==> src/rtl/vec_store_stage.sv <==
// vec_store_stage: writeback/store stage retiring execute packets to the register file, memory bus and fetch,
// with a LIFO divergence stack that reconverges split lanes at HALT.
module vec_store_stage #(
  parameter int NUM_LANES = 4,
  parameter int LANE_W    = 64,
  parameter int PC_W      = 32,
  parameter int REG_ID_W  = 5,
  parameter int DQ_DEPTH  = 8,
  parameter int ID_W      = 8,
  parameter int CORE_ID   = 0
) (
  input  logic                          clk,
  input  logic                          rst_n,
  input  logic                          in_valid,
  output logic                          in_ready,
  input  logic [2:0]                    in_opcode,
  input  logic [REG_ID_W-1:0]           in_dest_reg,
  input  logic [PC_W-1:0]               in_dest_pc,
  input  logic [PC_W-1:0]               in_src_pc,
  input  logic [NUM_LANES-1:0]          in_mask_true,
  input  logic [NUM_LANES-1:0]          in_mask_false,
  input  logic [NUM_LANES*LANE_W-1:0]   in_data,
  input  logic [NUM_LANES*LANE_W-1:0]   in_addr,
  input  logic                          in_is_store_to_pc,
  output logic                          mem_req_valid,
  input  logic                          mem_req_ready,
  output logic                          mem_req_write,
  output logic [NUM_LANES*LANE_W-1:0]   mem_req_addr,
  output logic [NUM_LANES*LANE_W-1:0]   mem_req_data,
  output logic [NUM_LANES-1:0]          mem_req_mask,
  output logic [ID_W-1:0]               mem_req_id,
  input  logic                          mem_rsp_valid,
  input  logic [ID_W-1:0]               mem_rsp_id,
  input  logic [NUM_LANES*LANE_W-1:0]   mem_rsp_data,
  output logic                          rf_we,
  output logic [REG_ID_W-1:0]           rf_wr_reg,
  output logic [NUM_LANES*LANE_W-1:0]   rf_wr_data,
  output logic [NUM_LANES-1:0]          rf_wr_mask,
  output logic                          fetch_valid,
  output logic [PC_W-1:0]               fetch_pc,
  output logic [NUM_LANES-1:0]          fetch_mask,
  output logic                          halted,
  output logic                          dq_overflow,
  output logic                          illegal_op,
  output logic [31:0]                   stat_divergences,
  output logic [31:0]                   stat_wait_cycles
);
  localparam int DW = NUM_LANES * LANE_W;
  localparam int AW = $clog2(DQ_DEPTH);
  localparam int CW = AW + 1;
  localparam logic [2:0] OP_HALT = 3'd1, OP_CJMP = 3'd2, OP_JMP = 3'd3, OP_LOAD = 3'd4,
                         OP_STORE = 3'd5, OP_SET = 3'd6, OP_ILL = 3'd7;
  typedef enum logic [1:0] {IDLE, MEM_REQ, WAIT_RSP, HALTED} state_t;
  typedef struct packed {
    state_t                st;
    logic                  rdy;
    logic                  hlt;
    logic                  rv;
    logic                  rw;
    logic [DW-1:0]         ra;
    logic [DW-1:0]         rd;
    logic [NUM_LANES-1:0]  rm;
    logic                  we;
    logic [REG_ID_W-1:0]   wreg;
    logic [DW-1:0]         wdata;
    logic [NUM_LANES-1:0]  wmask;
    logic                  fv;
    logic [PC_W-1:0]       fpc;
    logic [NUM_LANES-1:0]  fmask;
    logic                  ovf;
    logic                  ill;
    logic [31:0]           div;
    logic [31:0]           wcyc;
    logic [CW-1:0]         cnt;
    logic [REG_ID_W-1:0]   lreg;
    logic [NUM_LANES-1:0]  lmask;
    logic                  lpc;
  } regs_t;
  regs_t r_q, r_d;
  logic [PC_W-1:0]      stk_pc [DQ_DEPTH];
  logic [NUM_LANES-1:0] stk_mask [DQ_DEPTH];
  logic                 push;
  logic                 split;
  logic                 rsp_hit;
  logic [CW-1:0]        top;
  logic [PC_W-1:0]      lane_pc;
  always_comb begin
    r_d     = r_q;
    r_d.we  = 1'b0;
    r_d.fv  = 1'b0;
    push    = 1'b0;
    split   = |in_mask_true && |in_mask_false;
    rsp_hit = mem_rsp_valid && mem_rsp_id == ID_W'(CORE_ID);
    top     = r_q.cnt - 1'b1;
    lane_pc = mem_rsp_data[PC_W-1:0];
    for (int i = NUM_LANES - 1; i >= 0; i--)
      if (r_q.lmask[i]) lane_pc = mem_rsp_data[i*LANE_W +: PC_W];
    case (r_q.st)
      IDLE: if (in_valid && r_q.rdy) begin
        case (in_opcode)
          OP_HALT: begin
            if (r_q.cnt != '0) begin
              r_d.fv    = 1'b1;
              r_d.fpc   = stk_pc[top[AW-1:0]];
              r_d.fmask = stk_mask[top[AW-1:0]];
              r_d.cnt   = top;
            end else r_d.st = HALTED;
          end
          OP_CJMP: begin
            r_d.fv    = 1'b1;
            r_d.fpc   = (|in_mask_true && !split) ? in_dest_pc : in_src_pc;
            r_d.fmask = (|in_mask_true && !split) ? in_mask_true : in_mask_false;
            if (split && ~&r_q.div) r_d.div = r_q.div + 1'b1;
            // A full stack drops the taken half; its lanes are lost but execution continues.
            if (split && r_q.cnt == CW'(DQ_DEPTH)) r_d.ovf = 1'b1;
            else if (split) begin
              push    = 1'b1;
              r_d.cnt = r_q.cnt + 1'b1;
            end
          end
          OP_JMP: begin
            r_d.fv    = 1'b1;
            r_d.fpc   = in_dest_pc;
            r_d.fmask = in_mask_true;
          end
          OP_LOAD, OP_STORE: begin
            r_d.st    = MEM_REQ;
            r_d.rv    = 1'b1;
            r_d.rw    = in_opcode == OP_STORE;
            r_d.ra    = in_addr;
            r_d.rd    = in_opcode == OP_STORE ? in_data : '0;
            r_d.rm    = in_mask_true;
            r_d.lreg  = in_dest_reg;
            r_d.lmask = in_mask_true;
            r_d.lpc   = in_is_store_to_pc;
          end
          OP_SET: begin
            r_d.we    = 1'b1;
            r_d.wreg  = in_dest_reg;
            r_d.wdata = in_data;
            r_d.wmask = in_mask_true;
          end
          OP_ILL: r_d.ill = 1'b1;
          default: ;
        endcase
      end
      MEM_REQ: if (mem_req_ready) begin
        r_d.rv = 1'b0;
        r_d.st = r_q.rw ? IDLE : WAIT_RSP;
      end
      WAIT_RSP: if (rsp_hit) begin
        r_d.we    = 1'b1;
        r_d.wreg  = r_q.lreg;
        r_d.wdata = mem_rsp_data;
        r_d.wmask = r_q.lmask;
        r_d.fv    = r_q.lpc;
        r_d.fpc   = r_q.lpc ? lane_pc : r_q.fpc;
        r_d.fmask = r_q.lpc ? r_q.lmask : r_q.fmask;
        r_d.st    = IDLE;
      end else if (~&r_q.wcyc) r_d.wcyc = r_q.wcyc + 1'b1;
      default: ;
    endcase
    r_d.rdy = r_d.st == IDLE;
    r_d.hlt = r_d.st == HALTED;
  end
  always_ff @(posedge clk or negedge rst_n)
    if (!rst_n) r_q <= '0;
    else r_q <= r_d;
  // Stack storage needs no reset: the occupancy counter alone defines validity.
  always_ff @(posedge clk)
    if (push) begin
      stk_pc[r_q.cnt[AW-1:0]]   <= in_dest_pc;
      stk_mask[r_q.cnt[AW-1:0]] <= in_mask_true;
    end
  assign in_ready         = r_q.rdy;
  assign halted           = r_q.hlt;
  assign mem_req_valid    = r_q.rv;
  assign mem_req_write    = r_q.rw;
  assign mem_req_addr     = r_q.ra;
  assign mem_req_data     = r_q.rd;
  assign mem_req_mask     = r_q.rm;
  assign mem_req_id       = ID_W'(CORE_ID);
  assign rf_we            = r_q.we;
  assign rf_wr_reg        = r_q.wreg;
  assign rf_wr_data       = r_q.wdata;
  assign rf_wr_mask       = r_q.wmask;
  assign fetch_valid      = r_q.fv;
  assign fetch_pc         = r_q.fpc;
  assign fetch_mask       = r_q.fmask;
  assign dq_overflow      = r_q.ovf;
  assign illegal_op       = r_q.ill;
  assign stat_divergences = r_q.div;
  assign stat_wait_cycles = r_q.wcyc;
endmodule

==> config.mk <==
export PLATFORM = sky130hd
export DESIGN_NAME = vec_store_stage
export DESIGN_NICKNAME = d
export VERILOG_FILES = /design/src/rtl/vec_store_stage.sv
export SDC_FILE = /design/constraint.sdc
export NUM_CORES = 2
export LEC_CHECK = 0
export CAP_MARGIN = 40
export CORE_AREA = 3 3 680 682
export CTS_CLUSTER_SIZE = 28
export DETAILED_ROUTE_END_ITERATION = 7
export DIE_AREA = 0 0 683 685
export HOLD_SLACK_MARGIN = 0.05
export PLACE_DENSITY_LB_ADDON = 0.15
export SETUP_SLACK_MARGIN = 0.4
export SLEW_MARGIN = 0
export SYNTH_ARGS = -nofsm -noshare
export SYNTH_HDL_FRONTEND = slang
export SYNTH_SLANG_ARGS = --single-unit
==> constraint.sdc <==
create_clock -name clk -period 7.2 [get_ports clk]
set_input_delay 1.44 -clock clk [delete_from_list [all_inputs] [get_ports clk]]
set_output_delay 1.44 -clock clk [all_outputs]
set_load 0.1 [all_outputs]
* Word level (Yosys, flattened, before mapping)
Memories as Yosys holds them, arrays and structs flattened. Index checks and enable logic that the tools add are counted. W data, S select, Z words.
Storage, ports and cells: word-level logic and storage cells 122, output and inout bits 897, bits in registers 901, memories kept 2, memory bits (writable) 288, input port bits 862
Memories:
- stk_pc | depth 8, width 32, rd ports 1, clocked after memory_dff 0, write ports 1, line 80 | logic [PC_W-1:0] stk_pc [DQ_DEPTH];
- stk_mask | depth 8, width 4, rd ports 1, clocked after memory_dff 0, write ports 1, line 81 | logic [NUM_LANES-1:0] stk_mask [DQ_DEPTH];
Operators by class: eq/ne operators 22, reductions and logical operators 29, bitwise operators 2, multiplexer cells 41, add/subtract/negate cells 4
Operator list (count):
- $mux W855 | 1
- $pmux W303 S2 | 1
- $mux W518 | 1
- $mux W303 | 1
- $mux W266 | 1
- $mux W256 | 1
- $mux W32 | 8
- $pmux W37 S3 | 1
- $add A32 B1 Y32 const B | 2
- $reduce_and A32 Y1 | 2
- $mux W37 | 1
- $mux W4 | 5
- $reduce_and A4 Y1 | 4
- $ne A2 B2 Y1 const B | 7
- $eq A3 B3 Y1 const B | 4
- $reduce_and A6 Y1 | 2
- $mux W1 | 11
- $mux W2 | 5
- $reduce_and A3 Y1 | 3
- $logic_not A8 Y1 | 1
- $pmux W4 S2 | 1
- $reduce_or A4 Y1 | 2
- $eq A3 B2 Y1 const B | 2
- $logic_and A1 B1 Y1 | 6
- other kinds (18) | 25

* Longest topological paths before layout
depth after elaboration 9, mapped depth 10, depth with buffers taken out 8

* Least setup slack after synthesis
OpenSTA, ideal clock, no wires.
kind input -> register, from input port in_opcode[0], to memory stk_mask[3][0] (enable), slack 2.814 ns, data required time 6.771 ns, data arrival time 3.956 ns, path buffers 1, stages 5, library setup time 0.429 ns, path through buf_2 nor3b_4 nor4b_4 nand2_1 nor2_1
On the way: cells in the longest elaborated chain, start to end 6
Ends and longest elaborated chain:
- start, declared | line 16 | input logic [2:0] in_opcode,
- $eq A3 B2 Y1 | line 100 | case (in_opcode)
- $mux W1 | line 100
- $mux W1 | line 99 | IDLE: if (in_valid && r_q.rdy) begin
- $mux W1 | line 98 | case (r_q.st)
- $mux W1 | line 171 | if (push) begin
- $mux W1 (implied by the code) | line 173 | stk_mask[r_q.cnt[AW-1:0]] <= in_mask_true;
- end, declared | line 81
No other way between the ends.

* Worst setup path in the final report
from input port in_mask_true[1], to memory stk_pc[3][9] (enable)
On the way: cells in the longest elaborated chain, start to end 9, elaborated cells between the ends (all ways) 10, classes of those cells mux (7); reduce/logical (3)
Ends and longest elaborated chain:
- start, declared | line 20 | input logic [NUM_LANES-1:0] in_mask_true,
- $reduce_or A4 Y1 * | line 92 | split = |in_mask_true && |in_mask_false;
- $logic_and A1 B1 Y1 * | line 92
- $mux W1 or $logic_and A1 B1 Y1 (tied branches) | line 116, 115
- $mux W1 * | line 115 | if (split && r_q.cnt == CW'(DQ_DEPTH)) r_d.ovf = 1'b1;
- $mux W1 * | line 100
- $mux W1 * | line 99
- $mux W1 * | line 98
- $mux W1 * | line 171
- $mux W1 (implied by the code) * | line 172 | stk_pc[r_q.cnt[AW-1:0]] <= in_dest_pc;
- end, declared | line 80
Every way passes the cells marked *; elsewhere a longest branch is shown, timed or not.

==> impl_metrics.tcl <==
set metrics [dict create \
    cts_tree "yes" \
    crit_type "input port to flip-flop" \
    power_density_nw_per_um2 323 \
    path_clk_slew_ns 0.05 \
    hold_viol_final 0 \
    die_h_um 685 \
    highest_layer "met5" \
    clkPwrFrac_pct 28.6 \
    fmax_mhz 243 \
    crit_fanout 23 \
    postSynthAreaPerCell_um2 9.67 \
    io_buffers 1750 \
    core_area_um2 456000 \
    clk_latency_ns 0.88 \
    fillers 49100 \
    hold_buffers 0 \
    grt_pass1_wl_um 540000 \
    drtPass1Iterations 5 \
    rsz0062_at_grt "false" \
    cellLeakagePower_nw 41.5 \
    clock_path_buffers 4 \
    drv_slew 86 \
    wl_per_cell_um 30.8 \
    dp.final_hpwl_um 343000 \
    num_rows 248 \
    num-nets-final 8204 \
    fin_util_pct 21.2 \
    p_int_mw 17.7 \
    p_total_mw 31.3 \
    overflow 0 \
    grt_pass1_vias 51500 \
    setup_violations 0 \
    preCtsSetupSlack_ns 2.16 \
    cts-resized-gates 0 \
    drt-met1-wl_um 140000 \
    synthToLayoutAreaGrowth_pct 71.9 \
    finalCritPeriodShare_pct 57.2 \
    antenna_found_initial 179 \
    synth_edf_count 288 \
    postCtsSetupBuffers 0 \
    violations "max-slew violations" \
    io_pins 1759 \
    slew_headroom_pct -11.8 \
    async_flop_share_pct 75.8 \
    routed_wl_um 422000 \
    globalplace.congestion 0.894 \
    tightest_slew_ns 1.68 \
    synth_area_um2 56300 \
    cp-start-kind "input port" \
    dieArea_um2 468000 \
    hp-class "flip-flop to flip-flop" \
    grtUsageTotal_pct 17.5 \
    drtAntennaViolNets 0 \
    via_count 49000 \
    setup_slack_ns 3.08 \
    via_per_inst 3.57 \
    ys_types 55 \
    holdWs_ns 0.460 \
    seqPwrFrac_pct 26.2 \
    drtIter0Drc 3326 \
    power_switching_mw 13.6 \
    multi_input_area_um2 17200 \
    met3WireLength_um 22900 \
    postSynthCellCount 5824 \
    p_comb_share_pct 45.2 \
    cp-end-kind "flip-flop" \
    status "complete, but fails checks" \
    drive_gt1_share_pct 19.1 \
    fin_crit_ns 4.12 \
    cp.required_ns 7.71 \
    cts_root_buf "clkbuf_16" \
    ys_warn_count 0 \
    synthFlopType "dfrtp_1" \
    arrival_ns 4.62 \
    drc 0 \
    ys_ff_latch 1189 \
    cts_inserted_buffers 172 \
    finalSetupTns_ns 0 \
    seq_area_um2 31200 \
    yosysSeqAreaShare_pct 55.4 \
    initial_utilization_pct 12.3 \
    maxCapViolCount 0 \
    p_sw_share_pct 43.5 \
    grt_max_degree 141 \
    die_x_um 683 \
    wl_met2_um 233000 \
    clock_skew_ns 0.0686 \
    vdd_drop_max_mv 0.339 \
    clock-sinks 1189 \
    htreeDepth 4 \
]
## synthesized netlist by cell type, types with 10 or more instances
cell type	n	area (um2)
a211oi_1	29	218
buf_4	890	6680
o211ai_1	27	203
edfxtp_1	288	8650
inv_1	27	101
and3_1	10	62.6
nand4_1	47	294
buf_2	79	395
clkbuf_1	237	890
nand3b_1	56	420
xor2_1	24	210
a22oi_1	265	1990
nand3_1	323	1620
nor2_1	32	120
mux2i_1	85	851
xnor2_1	43	377
o21ai_0	71	355
nand2_1	2042	7660
nor3_1	73	365
buf_1	20	75.1
mux2_2	78	878
dfrtp_1	901	22500
a32oi_1	32	280
a21oi_1	52	260
## logic make-up (layout without fill, tap and decap cells)
| kind of cell | Yosys count | count (layout) | share of synthesized area [%] |
|---|---|---|---|
| muxes | 170 | 170 | 3.21 |
| adders and majority gates | 5 | 5 | 0.111 |
| DFF | 1189 | 1189 | 55.4 |
| AOI/OAI and AO/OA | 501 | 501 | 6.25 |
| buffers and inverters | 1254 | 2901 | 14.5 |
| xor gates and xnor gates | 67 | 67 | 1.04 |
| other | 1 | 132 | 0.00666 |
| and+or+nand+nor | 2637 | 2637 | 19.5 |
## cells in the final DEF, fill, tap and decap left out, types with 21 or more instances in the layout
cell type	Yosys	routed
buf_8	0	209
a21oi_1	52	50
buf_4	890	286
a211oi_1	29	29
mux2i_1	85	85
clkbuf_8	0	25
xnor2_1	43	42
clkbuf_16	0	177
clkinv_2	0	26
mux2_2	78	78
xor2_1	24	23
diode_2	0	124
dfrtp_1	901	896
buf_16	0	475
nor2_1	32	21
nand3b_1	56	56
edfxtp_1	288	288
o211ai_1	27	27
nand3_1	323	323
a22oi_1	265	265
buf_12	0	45
clkdlybuf4s50_1	0	1512
buf_2	79	30
nor3_1	73	73
inv_1	27	26
o21ai_0	71	69
nand2_1	2042	2042
a32oi_1	32	32
nand4_1	47	47
clkbuf_1	237	40
## critical path, cell delays in order
cell and delay (ns):
clkdlybuf4s50_1 0.93, nor4_1 0.25, nor4b_4 0.29, buf_4 0.27, nand2_1 0.27, nor2_4 0.58
buf_4 0.53
## layer usage
metal | vias to the layer above | global-route usage, %
met5 | - | 0
met4 | 74 | 9.93
met3 | 595 | 3.67
met2 | 1818 | 33.7
met1 | 24800 | 17.0
li1 | 21700 | -
## power by group through the flow
stage	combinational [mW]	clock, mW	sequential [mW]
final	14.1	8.93	8.20
after global routing	14.6	9.54	8.29
after CTS	14.4	9.33	8.22
after detailed placement	14.4	0	8.33
after global placement	11.5	0	8.35
after floorplan	8.32	0	8.09
## stage by stage
step	area, um2	instances
6_report	96800	13700
5_1_grt	96700	13700
4_1_cts	96500	13600
3_5_place_dp	90700	13300
3_3_place_gp	74000	12600
2_1_floorplan	56300	5831
## area by class of cell
class | instances | area share, %
Tap cell | 6125 | 7.92
Timing Repair Buffer | 2559 | 35.7
Inverter | 27 | 0.105
Clock buffer | 242 | 5.09
Sequential cell | 1189 | 32.2
Multi-Input combinational cell | 3388 | 17.7
Clock inverter | 73 | 0.898
Antenna cell | 124 | 0.321
## final timing paths
path | from | endpoint | slack [ns] | cells past startpoint
setup / recovery | in_mask_true[1] | stk_pc[3][9]$_DFFE_PP_ | 3.08 | 7
min in group asynchronous | rst_n | rf_wr_data[73]$_DFFE_PN0P_ | 0.54 | 1
setup reg to reg | r_q[10]$_DFFE_PN0P_ | fetch_pc[0]$_DFFE_PN0P_ | 3.42 | 10
max in group asynchronous | rst_n | mem_req_addr[73]$_DFFE_PN0P_ | 4.98 | 3
hold reg to reg | mem_req_data[160]$_DFFE_PN0P_ | mem_req_data[160]$_DFFE_PN0P_ | 0.46 | 2
hold / removal | mem_req_data[160]$_DFFE_PN0P_ | mem_req_data[160]$_DFFE_PN0P_ | 0.46 | 2
(Power assumes the default switching activity.)
